**config.mk**
```make
export PLATFORM = sky130hd
export DESIGN_NAME = ifetch_queue
export DESIGN_NICKNAME = d
export VERILOG_FILES = /design/src/rtl/ifetch_queue.sv
export SDC_FILE = /design/constraint.sdc
export NUM_CORES = 1
export LEC_CHECK = 0
export ABC_AREA = 1
export BUFFER_PORTS_ARGS = -buffer_cell sky130_fd_sc_hd__buf_2
export CORE_MARGIN = 2
export CORE_UTILIZATION = 53
export CTS_CLUSTER_DIAMETER = 120
export DETAILED_ROUTE_END_ITERATION = 6
export PLACE_DENSITY = 0.76
export SLEW_MARGIN = 20
export SYNTH_ARGS = -nofsm -noshare
export SYNTH_HDL_FRONTEND = slang
export SYNTH_SLANG_ARGS = --single-unit
export TNS_END_PERCENT = 100
```
**constraint.sdc**
```tcl
create_clock -name clk -period 4.1 [get_ports clk]
set_input_delay 0.205 -clock clk [delete_from_list [all_inputs] [get_ports clk]]
set_output_delay 0.205 -clock clk [all_outputs]
set_load 0.005 [all_outputs]
```
**src/rtl/ifetch_queue.sv**
```systemverilog
// Instruction prefetch queue: issues sequential fetches and buffers returned words.
// Optional same-cycle bypass of an empty queue when IFQ_BYPASS_EN is defined.
module ifetch_queue #(
  parameter int INST_LEN = 32,
  parameter int ADDR_LEN = 32,
  parameter int DEPTH = 4,
  parameter int MAX_OUTSTANDING = 2,
  parameter logic [ADDR_LEN-1:0] RESET_PC = '0
) (
  input  logic                clk,
  input  logic                reset,
  input  logic                redirect,
  input  logic [ADDR_LEN-1:0] redirect_pc,
  output logic                imem_req,
  output logic [ADDR_LEN-1:0] imem_addr,
  input  logic                imem_gnt,
  input  logic                imem_rvalid,
  input  logic [INST_LEN-1:0] imem_rdata,
  output logic                out_valid,
  output logic [ADDR_LEN-1:0] out_pc,
  output logic [INST_LEN-1:0] out_instr,
  input  logic                out_ready,
  output logic [$clog2(DEPTH+1)-1:0] count
);
  localparam int CW = $clog2(DEPTH+1);
  localparam int PW = $clog2(DEPTH);
  localparam int OW = $clog2(MAX_OUTSTANDING+1);

  logic [PW-1:0] rd_ptr_q, rd_ptr_d, wr_ptr_q, wr_ptr_d;
  logic [CW-1:0] count_q, count_d;
  logic [OW-1:0] outst_q, outst_d, disc_q, disc_d;
  logic [ADDR_LEN-1:0] fetch_pc_q, fetch_pc_d;
  logic [ADDR_LEN-1:0] resp_pc_q, resp_pc_d;
  logic [ADDR_LEN-1:0] pc_mem_q [DEPTH];
  logic [INST_LEN-1:0] ins_mem_q [DEPTH];
  logic rv_ok, accept, push, pop, head_valid, byp;

  // Request gating, bypass detection and head presentation
  always_comb begin
    imem_req = !reset && !redirect
      && ((32'(count_q) + 32'(outst_q)) < 32'(DEPTH))
      && (32'(outst_q) < 32'(MAX_OUTSTANDING));
    imem_addr = fetch_pc_q;
    count = count_q;
    rv_ok = imem_rvalid && (outst_q != '0);
    accept = imem_req && imem_gnt;
    head_valid = (count_q != '0);
`ifdef IFQ_BYPASS_EN
    byp = !head_valid && (disc_q == '0)
      && !redirect && rv_ok;
`else
    byp = 1'b0;
`endif
    out_valid = head_valid || byp;
    out_pc = '0;
    out_instr = '0;
    if (head_valid) begin
      out_pc = pc_mem_q[rd_ptr_q];
      out_instr = ins_mem_q[rd_ptr_q];
    end else if (byp) begin
      out_pc = resp_pc_q;
      out_instr = imem_rdata;
    end
    pop = head_valid && out_ready && !redirect;
    push = rv_ok && (disc_q == '0) && !redirect
      && !(byp && out_ready);
  end

  // Next-state: redirect flushes, otherwise accept/response/pop bookkeeping
  always_comb begin
    rd_ptr_d = rd_ptr_q;
    wr_ptr_d = wr_ptr_q;
    count_d = count_q;
    disc_d = disc_q;
    fetch_pc_d = fetch_pc_q;
    resp_pc_d = resp_pc_q;
    outst_d = outst_q + OW'(accept) - OW'(rv_ok);
    if (redirect) begin
      rd_ptr_d = '0;
      wr_ptr_d = '0;
      count_d = '0;
      fetch_pc_d = redirect_pc;
      resp_pc_d = redirect_pc;
      disc_d = outst_q - OW'(rv_ok);
    end else begin
      if (accept)
        fetch_pc_d = fetch_pc_q + ADDR_LEN'(4);
      if (rv_ok && disc_q != '0)
        disc_d = disc_q - OW'(1);
      if (rv_ok && disc_q == '0)
        resp_pc_d = resp_pc_q + ADDR_LEN'(4);
      if (push)
        wr_ptr_d = wr_ptr_q + PW'(1);
      if (pop)
        rd_ptr_d = rd_ptr_q + PW'(1);
      count_d = count_q + CW'(push) - CW'(pop);
    end
  end

  // Control state registers
  always_ff @(posedge clk) begin
    if (reset) begin
      rd_ptr_q <= '0;
      wr_ptr_q <= '0;
      count_q <= '0;
      outst_q <= '0;
      disc_q <= '0;
      fetch_pc_q <= RESET_PC;
      resp_pc_q <= RESET_PC;
    end else begin
      rd_ptr_q <= rd_ptr_d;
      wr_ptr_q <= wr_ptr_d;
      count_q <= count_d;
      outst_q <= outst_d;
      disc_q <= disc_d;
      fetch_pc_q <= fetch_pc_d;
      resp_pc_q <= resp_pc_d;
    end
  end

  // Entry storage; contents are only observed while counted as occupied
  always_ff @(posedge clk) begin
    if (push) begin
      pc_mem_q[wr_ptr_q] <= resp_pc_q;
      ins_mem_q[wr_ptr_q] <= imem_rdata;
    end
  end
endmodule
```
==> flow_summary.yaml <==
routing:
  ant_nets: 0
  num_vias: 11852
  vias_per_cell: 5.454
  wire_per_inst_um: 16.97
  drc_errors: 0
  drt_wl_total_mm: 36.87
  first_pass_iters: 5
  dr.first_iter.drc_count: 1200
synthesis:
  yosysTopAreaCell: "edfxtp_1"
  netlist_area_sq_mm: 0.01479
  ys_seq_area_share_pct: 62.38
  synth_commonest_cells: "383 x nor2_1, 259 x nand2_1, 256 x edfxtp_1"
  ys_ff_latch: 333
  synth_area_leaders: "edfxtp_1 52%, dfxtp_1 10%, nor2_1 9.7%"
  syn_area_per_cell_sq_um: 9.328
  ys_async_sr_fraction_pct: 0
  synth_top_area_share_pct: 51.96
  synth_edf_count: 256
  synth_fp_nets: 1670
  synth_top_flop_cell: "edfxtp_1"
  yosysMostFrequentCell: "nor2_1"
  syn_inst: 1586
  yosysWarningCount: 0
  yosys.cell_types.count: 37
cts:
  clockBufferDepth: 3
  cts_made_buffers: 35
  htree_levels: 2
  cts-root-buf: "clkbuf_16"
  cts_sinks: 333
  clock_latency_ns: 0.51
  path_clk_slew_ns: 0.07
  cts_tree: "yes"
die:
  dieArea_sq_mm: 0.02927
  rows: 61
  die_w_um: 171.1
  die_h_um: 171.1
  core-area_sq_mm: 0.02763
  pin_count: 171
  start_util_pct: 53.55
critical_path:
  worst_setup_path_start_kind: "flip-flop"
  required_ns: 3.89
  end_kind: "output port"
  cp.arrival_ns: 2.92
  critPathKind: "reg -> out"
  path_max_fanout: 68
global_routing:
  globalRouteOverflowTotal: 0
  grt_pass1_vias: 11350
  antenna_found_initial: 0
  grt.total_usage_pct: 24.69
  grt_pass1_wl_mm: 57.06
  grt_max_degree: 69
sta:
  period_needed_ns: 3.124
  finalClockSkew_ns: 0.01796
  rsz0062_at_grt: "no"
  setup_viol: 0
  timing.final.crit_share_pct: 76.19
  max_freq_mhz: 320.1
  finalMaxSlewViolations: 0
  hold_viol_final: 0
  tightest_slew_ns: 0.9727
  relSlewSlack_pct: 35.15
power_and_ir_drop:
  p_leak_nw: 6.709
  total_power_mw: 7.698
  ir_worst_vdd_v: 0.0002465
  powerDensity_mw_per_mm2: 441.1
run_status:
  status: "finished, final reports clean"
flow_run:
  drv_cap: 0
placed_design:
  hpwl_mm: 22.46
  placedInstanceArea_sq_mm: 0.01596
  gp_congestion: 0.9489
  io_buffers: 170
final_layout:
  nNetsFinal: 1854
  design_area_sq_mm: 0.01745
  fillers: 2250
  antenna_cells: 0
  multi_input_area_sq_mm: 0.004877
  area_growth_pct: 17.98
  register_area_sq_mm: 0.009234
  drive_gt1_share_pct: 14.26
min_path:
  hold_class: "in -> reg"
## worst paths after layout
path / startpoint / to / slack, ns / cells after the start
worst max register to register: outst_q[1] / pc_mem_q[0][24] / 1.39 / 6
worst min-delay path: redirect_pc[2] / imem_addr[2] / 0.03 / 3
worst max-delay path: flip-flop / out_instr[12] / 0.98 / 5
worst min register to register: imem_addr[1] / imem_addr[1] / 0.47 / 2
## timing repair
item / CTS / global route
resized for setup: 0 / 0
hold endpoints to repair: 134 / 0
hold buffers: 36 / 0
buffers inserted: 0 / 0
## cells by family (layout without fill, tap and decap cells)
kind of cell               count (synthesis)  count (layout)  synth area share (%)
buffers and inverters                    179             388                 4.888
AOI/OAI and AO/OA                        309             309                 10.72
adders and majority gates                 14              14                 1.235
xor gates and xnor gates                  16              16                0.9472
and+or+nand+nor                          735             735                 19.82
DFF                                      333             333                 62.38
## flip-flops by register name (all words and copies together) (netlist names), named ones only
name       count
outst_q        2
ins_mem_q    128
resp_pc_q     32
rd_ptr_q       2
count          3
wr_ptr_q       2
imem_addr     32
disc_q         2
pc_mem_q     128
## layout by cell type, fill, tap and decap left out, drive strengths merged, types with 13 or more instances in the layout
master         n
a21oi        118
buf          182
clkbuf        45
clkinv        13
dfxtp         77
dlygate4sd3   36
edfxtp       256
ha            13
inv          107
nand2        263
nand3         60
nor2         388
o21ai        171
## routing by layer
metal / global-route usage [%] / routed length, um / share of wire, % / vias up
met1: 32.69 / 15430 / 42 / 5556
li1: - / - / - / 5694
met4: 7.701 / 741 / 2.0 / 0
met5: 0 / 0 / 0 / -
met3: 3.956 / 3120 / 8.5 / 66
met2: 41.92 / 17580 / 48 / 536
## power by group
part           switching (mW)  internal, mW  leakage, nW
clock                    1.26          1.87        0.553
combinational           0.420         0.234         3.19
sequential              0.126          3.78         2.96
## through the flow
| step | worst slack (ns) | hold slack [ns] | setup TNS (ns) | utilization, % | instances |
|---|---|---|---|---|---|
| floorplan | -0.009715 | 0.3039 | -2.487 | - | 1586 |
| global placement | 1.454 | 0.4219 | 0 | 57.75 | 2075 |
| detailed placement | 1.338 | 0.4221 | 0 | 57.75 | 2075 |
| CTS | 0.9990 | 0.004026 | 0 | 63.17 | 2173 |
| global route | 0.7057 | 0.02141 | 0 | 63.17 | 2173 |
| finish | 0.9762 | 0.02667 | 0 | 63.17 | 2173 |
## final cells by class
class | count | share of cell area, %
clock buffer | 45 | 5.362
clock inverter | 17 | 1.154
inverter | 108 | 2.330
multi-input combinational | 1074 | 27.94
sequential | 333 | 52.90
tap | 378 | 2.710
timing repair buffer | 218 | 7.599
## worst max-delay path, cell delays in order (launching register included)
cell	delay [ns]
dfxtp_4	0.82
inv_2	0.57
buf_4	0.43
o21ai_0	0.28
a21oi_1	0.12
buf_2	0.17
Note: power is estimated with default switching activity, not from simulation.
